===== src/rtl/booth_pkg.sv =====
// Shared types and defaults for the Booth multiplier block.
package booth_pkg;

  localparam int DEFAULT_WIDTH = 6;

  typedef enum logic [2:0] {
    IDLE,
    LOAD_X,
    LOAD_Y,
    CALC,
    OUT_LO,
    OUT_HI
  } state_t;

endpackage


===== src/rtl/booth_multiplier_n_if.sv =====
// Operand/product handshake bundle between a requester and the Booth multiplier.
interface booth_multiplier_n_if #(
  parameter int WIDTH = booth_pkg::DEFAULT_WIDTH
);

  logic             start;
  logic             sgnd;
  logic [WIDTH-1:0] inBus;
  logic [WIDTH-1:0] outBus;
  logic             done;
  logic             busy;

  modport master (
    output start, sgnd, inBus,
    input  outBus, done, busy
  );

  modport slave (
    input  start, sgnd, inBus,
    output outBus, done, busy
  );

endinterface


===== src/rtl/booth_mult_ctrl.sv =====
// Sequencer for the Booth multiplier: state machine, iteration counter and mode latch.
module booth_mult_ctrl
  import booth_pkg::*;
#(
  parameter int WIDTH = DEFAULT_WIDTH
) (
  input  logic   clk,
  input  logic   rst,
  input  logic   start,
  input  logic   sgnd,
  output state_t state,
  output logic   mode
);

  localparam int CW = $clog2(WIDTH + 2);

  state_t          state_q;
  state_t          state_d;
  logic [CW-1:0]   count_q;
  logic            mode_q;
  logic            last_iter;

  // Unsigned operands need one extra step to consume the zero extension bit.
  assign last_iter = (count_q == (mode_q ? CW'(WIDTH - 1) : CW'(WIDTH)));

  always_ff @(posedge clk or posedge rst) begin
    if (rst) begin
      state_q <= IDLE;
    end else begin
      state_q <= state_d;
    end
  end

  always_comb begin
    state_d = state_q;
    case (state_q)
      IDLE:    if (start) state_d = LOAD_X;
      LOAD_X:  state_d = LOAD_Y;
      LOAD_Y:  state_d = CALC;
      CALC:    if (last_iter) state_d = OUT_LO;
      OUT_LO:  state_d = OUT_HI;
      OUT_HI:  state_d = IDLE;
      default: state_d = IDLE;
    endcase
  end

  always_ff @(posedge clk or posedge rst) begin
    if (rst) begin
      count_q <= '0;
      mode_q  <= 1'b0;
    end else begin
      if (state_q == IDLE && start) begin
        mode_q <= sgnd;
      end
      if (state_q == LOAD_Y) begin
        count_q <= '0;
      end else if (state_q == CALC) begin
        count_q <= count_q + 1'b1;
      end
    end
  end

  assign state = state_q;
  assign mode  = mode_q;

endmodule


===== src/rtl/booth_multiplier_n.sv =====
// Sequential radix-2 Booth multiplier with a shared operand bus and a two-beat product bus.
module booth_multiplier_n
  import booth_pkg::*;
#(
  parameter int WIDTH = DEFAULT_WIDTH
) (
  input  logic                 clk,
  input  logic                 rst,
  booth_multiplier_n_if.slave  bus
);

  state_t             state;
  logic               mode;
  logic [WIDTH:0]     a_q;
  logic [WIDTH:0]     x_q;
  logic [WIDTH:0]     y_q;
  logic               y_prev;
  logic [WIDTH:0]     in_ext;
  logic [WIDTH:0]     sum;
  logic [2*WIDTH+1:0] prod_full;
  logic [2*WIDTH-1:0] product;
  logic               unused_prod;

  booth_mult_ctrl #(.WIDTH(WIDTH)) u_ctrl (
    .clk   (clk),
    .rst   (rst),
    .start (bus.start),
    .sgnd  (bus.sgnd),
    .state (state),
    .mode  (mode)
  );

  assign in_ext = {mode & bus.inBus[WIDTH-1], bus.inBus};

  always_comb begin
    sum = a_q;
    case ({y_q[0], y_prev})
      2'b01:   sum = a_q + x_q;
      2'b10:   sum = a_q - x_q;
      default: sum = a_q;
    endcase
  end

  // One Booth step per CALC cycle: add/subtract, then arithmetic shift of {A,Y,Y-1}.
  always_ff @(posedge clk or posedge rst) begin
    if (rst) begin
      a_q    <= '0;
      x_q    <= '0;
      y_q    <= '0;
      y_prev <= 1'b0;
    end else begin
      case (state)
        LOAD_X: x_q <= in_ext;
        LOAD_Y: begin
          y_q    <= in_ext;
          a_q    <= '0;
          y_prev <= 1'b0;
        end
        CALC: begin
          a_q    <= {sum[WIDTH], sum[WIDTH:1]};
          y_q    <= {sum[0], y_q[WIDTH:1]};
          y_prev <= y_q[0];
        end
        default: ;
      endcase
    end
  end

  // Signed mode runs one step fewer, so its product sits one bit higher in {A,Y}.
  assign prod_full   = mode ? {a_q[WIDTH], a_q, y_q[WIDTH:1]} : {a_q, y_q};
  assign product     = prod_full[2*WIDTH-1:0];
  assign unused_prod = ^prod_full[2*WIDTH+1:2*WIDTH];

  always_comb begin
    bus.outBus = '0;
    case (state)
      OUT_LO:  bus.outBus = product[WIDTH-1:0];
      OUT_HI:  bus.outBus = product[2*WIDTH-1:WIDTH];
      default: bus.outBus = '0;
    endcase
  end

  assign bus.done = (state == OUT_LO) || (state == OUT_HI);
  assign bus.busy = (state != IDLE);

endmodule


===== src/flat_wrapper.sv =====
// flat-port wrapper written by rule: the top's interface ports become plain ports
module booth_multiplier_n_flat import booth_pkg::*;
#(
  parameter int WIDTH = DEFAULT_WIDTH
)
  (clk, rst, bus_start, bus_sgnd, bus_inBus, bus_outBus, bus_done, bus_busy);
  booth_multiplier_n_if #(.WIDTH(WIDTH)) bus_i ();
  input  logic clk;
  input  logic rst;
  input wire logic [$bits(bus_i.start)-1:0] bus_start;
  input wire logic [$bits(bus_i.sgnd)-1:0] bus_sgnd;
  input wire logic [$bits(bus_i.inBus)-1:0] bus_inBus;
  output wire logic [$bits(bus_i.outBus)-1:0] bus_outBus;
  output wire logic [$bits(bus_i.done)-1:0] bus_done;
  output wire logic [$bits(bus_i.busy)-1:0] bus_busy;
  assign bus_i.start = bus_start;
  assign bus_i.sgnd = bus_sgnd;
  assign bus_i.inBus = bus_inBus;
  assign bus_outBus = bus_i.outBus;
  assign bus_done = bus_i.done;
  assign bus_busy = bus_i.busy;
  booth_multiplier_n #(.WIDTH(WIDTH)) u_core (.clk(clk), .rst(rst), .bus(bus_i));
endmodule

===== config.mk =====
export PLATFORM = sky130hd
export DESIGN_NAME = booth_multiplier_n_flat
export DESIGN_NICKNAME = d
export VERILOG_FILES = /design/src/rtl/booth_pkg.sv /design/src/rtl/booth_multiplier_n_if.sv /design/src/rtl/booth_mult_ctrl.sv /design/src/rtl/booth_multiplier_n.sv /design/src/flat_wrapper.sv
export SDC_FILE = /design/constraint.sdc
export NUM_CORES = 1
export LEC_CHECK = 0
export CORE_MARGIN = 8
export CORE_UTILIZATION = 50
export DETAILED_ROUTE_END_ITERATION = 10
export PLACE_DENSITY = 0.79
export SYNTH_ARGS = -nofsm -noshare
export SYNTH_HDL_FRONTEND = slang
export SYNTH_SLANG_ARGS = --single-unit
export TNS_END_PERCENT = 20

===== constraint.sdc =====
create_clock -name clk -period 2.4 [get_ports clk]
set_input_delay 0.36 -clock clk [delete_from_list [all_inputs] [get_ports clk]]
set_output_delay 0.36 -clock clk [all_outputs]
set_load 0.02 [all_outputs]

=== Word level (Yosys, flattened, before mapping) ===
Cells that the tools add are included.
W data, S select, Z words.

* Output and inout bits: 8
* Latch bits: 0
* Bits of input ports: 10
* Logic and storage cells: 39
* Register bits: 29
* Memory bits (writable): 0
* ROM bits: 0
* Memories: 0

* $mul: 0
* Muxes and demuxes: 12
* Reduce and logical (&&, ||, !) cells: 6
* Order comparisons: 0
* Equality and inequality tests: 10
* Shift operators: 0
* Bitwise logic cells: 1
* Divide/modulo/power cells: 0
* Add/subtract/negate cells: 3

{| class="wikitable"
|+ Operators with widths
! operator !! number
|-
| $pmux W7 S2 || 3
|-
| $pmux W3 S5 || 1
|-
| $mux W12 || 1
|-
| $mux W3 || 4
|-
| $pmux W6 S2 || 1
|-
| $add A7 B7 Y7 || 1
|-
| $sub A7 B7 Y7 || 1
|-
| $eq A3 B2 Y1 const B || 2
|-
| $eq A3 B3 Y1 const B || 2
|-
| $ne A2 B2 Y1 const B || 2
|-
| $add A3 B1 Y3 const B || 1
|-
| $eq A3 B1 Y1 const B || 1
|-
| $eq A3 B3 Y1 || 1
|-
| $logic_not A3 Y1 || 1
|-
| $reduce_bool A3 Y1 || 1
|-
| $eq A2 B1 Y1 const B || 1
|-
| $eq A2 B2 Y1 const B || 1
|-
| $mux W2 || 1
|-
| $pmux W1 S2 || 1
|-
| $reduce_and A2 Y1 || 1
|-
| $reduce_bool A2 Y1 || 1
|-
| $and A1 B1 Y1 || 1
|-
| $logic_and A1 B1 Y1 || 1
|-
| $logic_or A1 B1 Y1 || 1
|}

=== Depth between registers and ports, before layout ===
* Word-level depth: 4
* Gate-level depth with buffers: 12
* Depth with buffers taken out: 12

=== By module ===
Synthesis repeated with hierarchy kept, for this count alone.

* Cell total of the unflattened synthesis: 190
* Area, all modules: 1,846.8 um2

{| class="wikitable"
|+ By module, submodules not included
! module !! area an instance (um2) !! cells each !! instances !! sequential area each (um2)
|-
| booth_multiplier_n || 1,507.7 || 157 || 1 || 525.5
|-
| booth_mult_ctrl || 339.1 || 33 || 1 || 175.2
|}

=== Worst setup path after synthesis ===
Ideal clock, no wire load.

* Kind: register -> register
* Start point: register u_core.y_prev
* End point: register u_core.a_q[5]
* Setup time: 0.066 ns
* Data required time: 2.334 ns
* Stages on the path, launching flop included: 11
* Path buffers: 0
* Data arrival time: 2.236 ns
* Period minus slack after synthesis: 2.302 ns
* Path slack: 0.098 ns
* Cell sequence: dfrtp_1 > inv_1 > ha_1 > mux2_2 > fa_1 > nor2b_4 > o31a_1 > o22ai_2 > xnor2_1 > o31ai_1 > a22o_1

* Longest elaborated chain between the ends: 3
* Elaborated cells between the ends (all ways): 4
* Those cells by class: eq/ne: 2; mux: 2

{| class="wikitable"
|+ RTL lines
! item !! RTL line !! text
|-
| from (decl) || booth_multiplier_n.sv:17 || <nowiki>logic y_prev;</nowiki>
|-
| from (signal assigned) || booth_multiplier_n.sv:62 || <nowiki>y_prev <= y_q[0];</nowiki>
|-
| $eq A2 B2 Y1 / $eq A2 B1 Y1 (equally long branches) || booth_multiplier_n.sv:37 || <nowiki>case ({y_q[0], y_prev})</nowiki>
|-
| $pmux W7 S2 (*) || booth_multiplier_n.sv:37 ||
|-
| $pmux W7 S2 (*) || booth_multiplier_n.sv:52 || <nowiki>case (state)</nowiki>
|-
| to (signal assigned) || booth_multiplier_n.sv:60 || <nowiki>a_q <= {sum[WIDTH], sum[WIDTH:1]};</nowiki>
|-
| to (decl) || booth_multiplier_n.sv:14 || <nowiki>logic [WIDTH:0] a_q;</nowiki>
|}

Every way passes the cells marked *; elsewhere a longest branch is shown, timed or not.
A chain may end at the register's enable or synchronous reset.

=== Worst setup path in the final report ===
Ends and elaborated chain as after synthesis.

==> results.txt <==
In the final routed layout, each cell accounts on average for 16.2 µm. Max-cap violations in this run came to 0. The number of primary I/O pins came out at 18.

The net switching power of the design was 1530 µW; the static leakage power was 0.00102 µW. Library cell used as clock root buffer: sky130_fd_sc_hd__clkbuf_4. Achievable frequency: 422 MHz.

Yosys mapped a number of flops with a built-in enable equal to 0. The number of unique standard cell types used by synthesis came out at 37. The min-delay analysis places its worst path in the category in2async. The run gives 0 as the number of endpoints failing setup at the final stage. The layout has 302 filler cells. For this run, the number of Yosys warnings is 0. Fraction of final layout cells sized beyond drive strength 1: 20.8%.

The tightest hold margin was 0.367 ns; the final period utilization was 98.6%. The share of the yosys chip area belonging to registers came out at 38.4%. The critical path goes through inv_1 > ha_2 > buf_6 > nor2_4 > xnor2_2 > ha_1 > nor2b_4 > o31a_1 > o22ai_2 > xnor2_1 > o31ai_1 > a22o_1.

The area growth from synthesis to layout is 19.8%. The run finished with clean final reports. For this block, the initial DRC count from the detailed router was 99. Of the post-synthesis cell area, the dominant cell type holds 38.4%. The logs give 1 for the maximum level of the CTS H-tree and 28 for the total number of clock tree sinks. Buffers inserted during clock tree synthesis total 3. The first global-routing pass estimated 6760 µm of wire. The final hold violation count was 0. The cell area that synthesis handed to floorplanning was 0.00182 mm². For this run, the post-layout net count is 233. The largest individual stage delay along the critical path comes from the cell sky130_fd_sc_hd__dfrtp_1.

In the synthesized netlist the dominant register cell turns out to be sky130_fd_sc_hd__dfrtp_1. The count of buffers added on input and output ports is 17. The run gives 2.60 ns as the data arrival at the endpoint of the critical path. In this run the standard cell core region covers 0.00358 mm². Counting flops with an async set or reset pin after synthesis yields a share of 100%.

The placed instances occupy a cell area of 0.00207 mm². Counting flops and latches in the post-synthesis netlist gives 28. The number of antenna violations at the first check in global routing is 0.

After detailed routing, the number of vias per cell comes to 5.77. The count of hold buffers inserted by post-cts repair is 0, and the maximum cell stage delay along the critical path is 0.40 ns. Summed over all instances, the cell type with the most area after synthesis is sky130_fd_sc_hd__dfrtp_1.

The first TritonRoute pass finished after 5 iterations. Final number of max-transition violations: 0. The setup path with the least slack is of type reg2reg.

The worst setup path is captured at a flop. The clock network burns 6.7% of the power. The number of diodes added for antenna fixing was 0; the final critical delay including setup and external delays was 2.37 ns.

Across the routed clock network, the largest skew measured is 0.0110 ns. The average footprint of a synthesized cell is 9.76 µm². Setup repair after global routing could not meet its margin everywhere.

The via count of the first global-routing pass is 1405, and the power density of the placed cells is 1620 mW/mm². Entering global routing, the biggest net connects 29 pins. In this run the tightest slew margin relative to its limit is 73.7%.

Startpoint class of the critical path: a flop. From bottom edge to top edge, the die measures 76.4 µm. The switching part of the total power works out to 43.3%. Overall die area: 0.00584 mm². The number of nets still failing antenna checks after routing is 0, and the transition time at the pin with the least slew margin is 0.391 ns.

In this run, flip-flops and latches consume 27.6% of the power. The final RePlAce weighted congestion is 0.839. The run gives 0 as the overall overflow remaining after global route.

The number of nets in the synthesized netlist is 207. The clock-pin slew on the worst setup and hold paths was 0.16 ns. Counting along the longest clock path gives a buffer depth of 2. After detailed routing, the total wire length is 4200 µm. The peak ir drop on the vdd network came out at 0.000830 V. For the post-layout instance area, the log shows 0.00219 mm². The initial utilization of the core area, before any placement, comes to 51.0%. For the post-synthesis instance total, the log shows 187.

In the post-synthesis netlist, the biggest area contributors are sky130_fd_sc_hd__dfrtp_1 (38%), sky130_fd_sc_hd__mux4_2 (7.4%), sky130_fd_sc_hd__ha_1 (6.2%). Across all layers, the routed design uses 1499 vias. The accumulated negative setup slack is 0 ns, and the later-pin clock latency in the skew report is 0.34 ns.

In this run the horizontal extent of the chip is 76.4 µm. The count of standard-cell rows is 22. The logs give 0 for the number of DRC violations after detailed routing and 65.7% for the part of the total power dissipated in combinational logic. Detailed placement ended at an HPWL of 3050 µm. The post-route core utilization came out at 61.1%. TritonCTS built the clock tree.

STA puts the critical path data required time at 2.63 ns. Of all nets on the critical path, the largest fanout is 5. The internal cell power came out at 2010 µW.

In the global route stage, overall resource usage came out at 13.8%.
## layer usage
layer / part of all wire [%] / track usage, % / wire length (µm)
met4: 1.0 / 3.46 / 43
met5: 0 / 0 / 0
met3: 3.8 / 2.71 / 159
met2: 50 / 22.9 / 2090
met1: 46 / 17.8 / 1910
## power by group through the flow
| stage | combinational [µW] | sequential (µW) | clock [µW] |
|---|---|---|---|
| final | 2330 | 976 | 237 |
| after global routing | 2580 | 1010 | 251 |
| after CTS | 2080 | 962 | 243 |
| after detailed placement | 2060 | 973 | 0 |
| after global placement | 2000 | 961 | 0 |
| after floorplan | 1730 | 851 | 0 |
## final timing paths
kind | from | endpoint | slack (ns) | cells past startpoint
setup / recovery | u_core.y_prev | u_core.a_q[5] | 0.03 | 12
hold / removal | rst | u_core.u_ctrl.state[2] | 0.37 | 3
setup reg to reg | u_core.y_prev | u_core.a_q[5] | 0.03 | 12
hold reg to reg | u_core.u_ctrl.count_q[2] | u_core.u_ctrl.count_q[2] | 0.56 | 2
max in group asynchronous | rst | u_core.u_ctrl.mode | 1.76 | 3
min in group clk | u_core.u_ctrl.count_q[2] | u_core.u_ctrl.count_q[2] | 0.56 | 2
## Yosys cell counts (all sizes together) (4+ instances only)
| cell type | n |
|---|---|
| a21oi | 9 |
| and3 | 6 |
| buf | 4 |
| clkbuf | 4 |
| dfrtp | 28 |
| ha | 9 |
| inv | 11 |
| mux2 | 6 |
| mux2i | 8 |
| mux4 | 6 |
| nand2 | 20 |
| nor2 | 14 |
| nor3 | 7 |
| nor3b | 4 |
| o21ai | 20 |
| xnor2 | 7 |
## logic make-up (layout without fill, tap and decap cells)
group,count (synthesis),after routing,synth area share [%]
buffers and inverters,19,44,4.32
and+or+nand+nor,58,58,16.1
xor gates and xnor gates,7,7,3.36
DFF,28,28,38.4
adders and majority gates,10,10,7.27
AOI/OAI and AO/OA,45,45,15.0
muxes,20,20,15.5
## registers in the layout, indices dropped and copies added, names as in the netlist
register and flops:
u_core.u_ctrl.mode 1, u_core.y_prev 1, u_core.y_q 7, u_core.u_ctrl.count_q 3, u_core.a_q 6, u_core.u_ctrl.state 3
u_core.x_q 7
## cells in the final DEF (no fill, tap or decap), types with 2 or more instances in the layout
cell type,n
sky130_fd_sc_hd__dfrtp_1,27
sky130_fd_sc_hd__nand2_1,20
sky130_fd_sc_hd__o21ai_0,19
sky130_fd_sc_hd__nor2_1,12
sky130_fd_sc_hd__clkdlybuf4s50_1,11
sky130_fd_sc_hd__buf_4,11
sky130_fd_sc_hd__a21oi_1,9
sky130_fd_sc_hd__mux2i_1,8
sky130_fd_sc_hd__inv_1,8
sky130_fd_sc_hd__ha_1,7
sky130_fd_sc_hd__nor3_1,6
sky130_fd_sc_hd__mux4_2,6
sky130_fd_sc_hd__and3_1,6
sky130_fd_sc_hd__xnor2_1,6
sky130_fd_sc_hd__mux2_2,5
sky130_fd_sc_hd__dlygate4sd2_1,5
sky130_fd_sc_hd__nor3b_1,4
sky130_fd_sc_hd__inv_2,3
sky130_fd_sc_hd__a22o_1,3
sky130_fd_sc_hd__a211oi_1,3
sky130_fd_sc_hd__clkbuf_4,3
sky130_fd_sc_hd__o22ai_1,2
sky130_fd_sc_hd__o31ai_1,2
## layout make-up
class	count	area [µm²]	share of cell area, %
Clock buffer	4	36.3	1.66
Inverter	11	41.3	1.89
Multi-Input combinational cell	140	1090	49.7
Sequential cell	28	702	32.1
Tap cell	48	60.1	2.75
Timing Repair Buffer	29	260	11.9
## worst max-delay path: cells and delay by family, from the launching register on
kind,cells,cell delay (ns)
and+or+nand+nor,2,0.18
DFF,1,0.40
AOI/OAI and AO/OA,4,0.70
xor gates and xnor gates,2,0.27
adders and majority gates,2,0.54
buffers and inverters,2,0.20
## what timing repair did
item,4_1_cts,5_1_grt
gates resized for setup,7,13
pin swaps,0,9
endpoints found under the setup margin,7,4
buffers inserted,0,5
## through the flow
step / cells / power (µW) / setup WS (ns)
final: 260 / 3540 / 0.0331
after global routing: 260 / 3840 / -0.108
after CTS: 255 / 3280 / 0.00422
after detailed placement: 251 / 3030 / -0.00144
after global placement: 251 / 2970 / 0.0828
after floorplan: 187 / 2580 / 0.0981
Note: power is estimated with default switching activity, not from simulation.
==> variant 1, RTL diff (same settings) <==
Set the package constant `DEFAULT_WIDTH` to 12 (it was 6).
--- a/src/rtl/booth_pkg.sv
+++ b/src/rtl/booth_pkg.sv
@@ -1,7 +1,7 @@
 // Shared types and defaults for the Booth multiplier block.
 package booth_pkg;
 
-  localparam int DEFAULT_WIDTH = 6;
+  localparam int DEFAULT_WIDTH = 12;
 
   typedef enum logic [2:0] {
     IDLE,
Interface: changed (resized bus_inBus and bus_outBus); port bits go from 18 to 30. No check against the original RTL was run, so the function may have changed too.
==> variant 1 against the original RTL <==
The run now ends with negative setup slack left; power rose by 87%; hold slack gained 0.13 ns; design area grew 88%; die area grew 60%; setup slack lost 0.39 ns; wire length is 95% higher; maximum frequency fell by 14%; sequential cell count increased by 19; area after synthesis is 78% higher; largest power group unchanged.
==> variant 1: results (changes against the original RTL) <==
----------------------------------------------------
[Worst setup path]
  Worst Path Max Fanout ... 4 (-1)
  Critical path data arrival time ... 2.96 ns (+0.36 ns)
  CP max-delay cell ... sky130_fd_sc_hd__or4b_4
  Slowest stage delay, CP ... 0.51 ns (+0.11 ns)
  R2R Path End ... u_core.a_q[9]$_DFFE_PP0P_
  Top delay family on crit path ... simple AND/OR/NAND/NOR gates

[Global routing]
  Global-route wire length before repair ... 13.81 mm (+100%)
  Met2 Track Usage GR ... 28.70% (+5.8 points)
  Fraction of met1 tracks used by global routing ... 22.87% (+5.0 points)

[Status]
  Result of the run ... complete, but fails checks
  Violations in the final reports ... negative setup slack

[Pwr]
  Pwr per Cell Area ... 1613 nW/µm² (-0.44%)
  Fraction of power consumed by the clock network ... 7.2% (+0.5 points)
  Sw power ... 2.904 mW (+90%)

[Layout]
  Fin cells ... 474 (+82%)
  Registers with the most flip-flops ... u_core.x_q: 13 flops, u_core.y_q: 13 flops, u_core.a_q: 12 flops
  Layout filler cell count ... 537 (+78%)
  Total number of nets in the final design ... 428 (+84%)

[Synthesis]
  Post-synthesis net count ... 362 (+75%)
  Top cells by count, synth ... sky130_fd_sc_hd__dfrtp_1 (47), sky130_fd_sc_hd__o21ai_0 (33), sky130_fd_sc_hd__nand2_1 (31)
  Number of standard cells after synthesis ... 330 (+76%)
  Synth top area cells ... sky130_fd_sc_hd__dfrtp_1 (36%), sky130_fd_sc_hd__mux4_2 (8.3%), sky130_fd_sc_hd__ha_1 (5.8%)

[STA]
  Endpoints failing setup ... 7 (+7)
  Clock Skew ... 0.01126 ns (+0.0002341 ns)
  Max_slew headroom ... 58.98% (-15 points)
  Worst Slack Setup Final ... -0.3535 ns (-0.3866 ns)
  Setup TNS ... -1.624 ns (-1.624 ns)

[Clock tree]
  H-tree depth ... 2 (+1)
  Clock Latency Late Sink ... 0.31 ns (-0.03 ns)
  Clock Root Buffer ... sky130_fd_sc_hd__clkbuf_8
  Total clock buffers created by CTS ... 5 (+2)
  Buffer count from post-CTS setup fixing ... 2 (+2)
  Post-cts resize count ... 26 (+19)
  Clk slew on worst S/H paths ... 0.09 ns (-0.07 ns)

[Placement]
  Area after DPL ... 3929 µm² (+90%)
  Count of input and output buffers ... 29 (+12)
  Sum of net half-perimeters after detailed placement ... 6.057 mm (+99%)
  Number of cells after detailed placement ... 463 (+84%)

[Drt]
  Met3 WL ... 399 µm (+150%)
  Wire length the detailed router placed on met1 ... 3.716 mm (+94%)
  Detailed Routing Iterations Pass 1 ... 4 (-1)
  Routed length per instance ... 17.31 µm (+7.1%)

----------------------------------------------------
variant 1: cell count changes after synthesis, sizes merged, moves of 7 or more:
cell | before | now
xnor2 | 7 | 16
nor2b | 2 | 15
clkbuf | 4 | 11
o21ai | 20 | 34
nand2 | 20 | 31
nor2 | 14 | 23
dfrtp | 28 | 47
mux2 | 6 | 13
variant 1: cell families (layout without fill, tap and decap cells):
| group | count (synthesis) | count (layout) | synth area share, % |
|---|---|---|---|
| buf+inv | 29 | 96 | 3.617 |
| flops | 47 | 47 | 36.17 |
| simple gates | 99 | 99 | 15.66 |
| fa+ha+maj | 16 | 16 | 6.387 |
| xor+xnor | 19 | 19 | 5.349 |
| mux | 38 | 38 | 16.81 |
| compound gates | 82 | 82 | 16.01 |
variant 1: layout make-up:
cell class	count	area [µm²]	area share, %
clock buffer	5	68.82	1.673
tap	77	96.34	2.342
sequential	47	1177	28.62
clock inverter	3	20.02	0.4866
inverter	10	37.54	0.9124
multi-input combinational	254	2056	49.97
timing repair buffer	78	658.1	16.00
==> variant 2, RTL diff (same flow settings) <==
Without the edit above. The 6 states of `state_t` get a Gray code encoding in 3 bits.
--- a/src/rtl/booth_pkg.sv
+++ b/src/rtl/booth_pkg.sv
@@ -4,12 +4,12 @@
   localparam int DEFAULT_WIDTH = 6;
 
   typedef enum logic [2:0] {
-    IDLE,
-    LOAD_X,
-    LOAD_Y,
-    CALC,
-    OUT_LO,
-    OUT_HI
+    IDLE   = 3'b000,
+    LOAD_X = 3'b001,
+    LOAD_Y = 3'b011,
+    CALC   = 3'b010,
+    OUT_LO = 3'b110,
+    OUT_HI = 3'b111
   } state_t;
 
 endpackage
Function: no difference found for any inputs over 10 cycles, from zero or initial values and one cycle with rst high; not proved beyond that.
==> variant 2 against the original RTL <==
The flow now finishes with violations (negative setup slack); non-clock buffer count rose by 4; design area is 1.3% higher; critical path depth is 2 lower; setup slack lost 0.11 ns; synthesized cell count rose by 9.1%; first-iteration DRC count down 17%; wire length is 7.5% lower; final cell count increased by 7.3%; sequential cell count did not move; area after synthesis down 1.1%; largest cell class unchanged.
Power is not shown: default switching activity piles up to over one toggle a cycle in this logic, so the estimate is an artifact.
==> variant 2: results (changes against the original RTL) <==
----------------------------------------------------
[Synthesis]
  Post-synthesis net count ... 224 (+8.2%)
  Synth top area cells ... sky130_fd_sc_hd__dfrtp_1 (39%), sky130_fd_sc_hd__ha_1 (6.2%), sky130_fd_sc_hd__mux2i_1 (6.1%)
  Number of standard cells after synthesis ... 204 (+9.1%)
  Top cells by count, synth ... sky130_fd_sc_hd__dfrtp_1 (28), sky130_fd_sc_hd__nand2_1 (22), sky130_fd_sc_hd__o21ai_0 (22)

[Worst setup path]
  CP max-delay cell ... sky130_fd_sc_hd__fa_2
  Critical path data arrival time ... 2.71 ns (+0.11 ns)
  Worst Path Max Fanout ... 3 (-2)
  Slowest stage delay, CP ... 0.43 ns (+0.03 ns)
  Top delay family on crit path ... adder cells

[STA]
  Clock Skew ... 0.003748 ns (-0.007276 ns)
  Worst Slack Setup Final ... -0.07522 ns (-0.1083 ns)
  Actual transition at the worst max-transition pin ... 0.6079 ns (+0.2169 ns)
  Endpoints failing setup ... 1 (+1)

[Drt]
  Ratio of routed vias to standard cells ... 5.337 (-7.4%)
  Number of DRC markers in iteration 0 ... 82 (-17%)

[Layout]
  Fin cells ... 279 (+7.3%)
  Total number of nets in the final design ... 252 (+8.2%)
  Layout filler cell count ... 316 (+4.6%)
  Share of layout cells above drive strength 1 ... 18.18% (-2.6 points)

[Status]
  Violations in the final reports ... negative setup slack
  Result of the run ... complete, but fails checks

[Global routing]
  Number of global-route vias before repair ... 1446 (+2.9%)
  Global-route wire length before repair ... 6.548 mm (-3.2%)
  Global-route usage over all layers ... 13.34% (-0.45 points)

[Placement]
  Number of cells after detailed placement ... 273 (+8.8%)
  Sum of net half-perimeters after detailed placement ... 2.977 mm (-2.4%)
  RePlAce Congestion ... 0.8340 (-0.62%)

[Clock tree]
  Clock Latency Late Sink ... 0.33 ns

----------------------------------------------------
-- variant 2: through the flow --
stage | utilization (%) | setup TNS (ns) | instance area (µm²) | hold slack [ns] | worst slack, ns
2_1_floorplan | - | 0 | 1809 | 0.4254 | 0.0003269
3_3_place_gp | 59.34 | -0.02014 | 2107 | 0.4549 | -0.02014
3_5_place_dp | 59.34 | -0.07215 | 2107 | 0.4711 | -0.07215
4_1_cts | 60.78 | -0.06418 | 2158 | 0.3752 | -0.05871
5_1_grt | 62.33 | -0.1907 | 2213 | 0.4095 | -0.1692
6_report | 62.33 | -0.07522 | 2213 | 0.3694 | -0.07522
-- variant 2: logic make-up after synthesis --
family | Yosys count | synth area share [%]
AOI/OAI and AO/OA | 52 | 16.64
xor gates and xnor gates | 7 | 3.398
adders and majority gates | 10 | 7.351
buffers and inverters | 21 | 4.369
DFF | 28 | 38.83
muxes | 19 | 11.10
and+or+nand+nor | 67 | 18.31
-- variant 2: layout make-up --
cell class / count / area, µm² / share of cell area [%]
Inverter: 11 / 41.29 / 1.865
Tap cell: 48 / 60.06 / 2.713
Clock inverter: 1 / 30.03 / 1.357
Sequential cell: 28 / 704.4 / 31.83
Timing Repair Buffer: 33 / 282.8 / 12.78
Clock buffer: 3 / 22.52 / 1.018
Multi-Input combinational cell: 155 / 1072 / 48.45
-- variant 2: per-layer routing --
metal | routed length (µm) | track usage (%) | vias to the layer above
met4 | 56 | 4.231 | 0
met2 | 1905 | 23.05 | 23
met5 | 0 | 0 | -
li1 | - | - | 760
met3 | 105 | 1.887 | 6
met1 | 1819 | 16.57 | 700
-- variant 2: repair_timing --
item	CTS	global route
buffers inserted	0	2
endpoints found under the hold margin	0	0
pin swaps	1	8
resized for setup	10	12
setup endpoints to repair	8	3
-- variant 2: final timing paths --
kind / slack, ns / to / startpoint
max: -0.08 / u_core.a_q[5]$_DFFE_PP0P_ / u_core.y_prev$_DFFE_PP0P_
min in group clk: 0.50 / u_core.y_q[5]$_DFFE_PP0P_ / u_core.y_q[5]$_DFFE_PP0P_
max reg2reg: -0.08 / u_core.a_q[5]$_DFFE_PP0P_ / u_core.y_prev$_DFFE_PP0P_
min: 0.37 / u_core.y_q[1]$_DFFE_PP0P_ / rst
min reg2reg: 0.50 / u_core.y_q[5]$_DFFE_PP0P_ / u_core.y_q[5]$_DFFE_PP0P_
max in group asynchronous: 1.74 / u_core.u_ctrl.state[2]$_DFFE_PP0P_ / rst
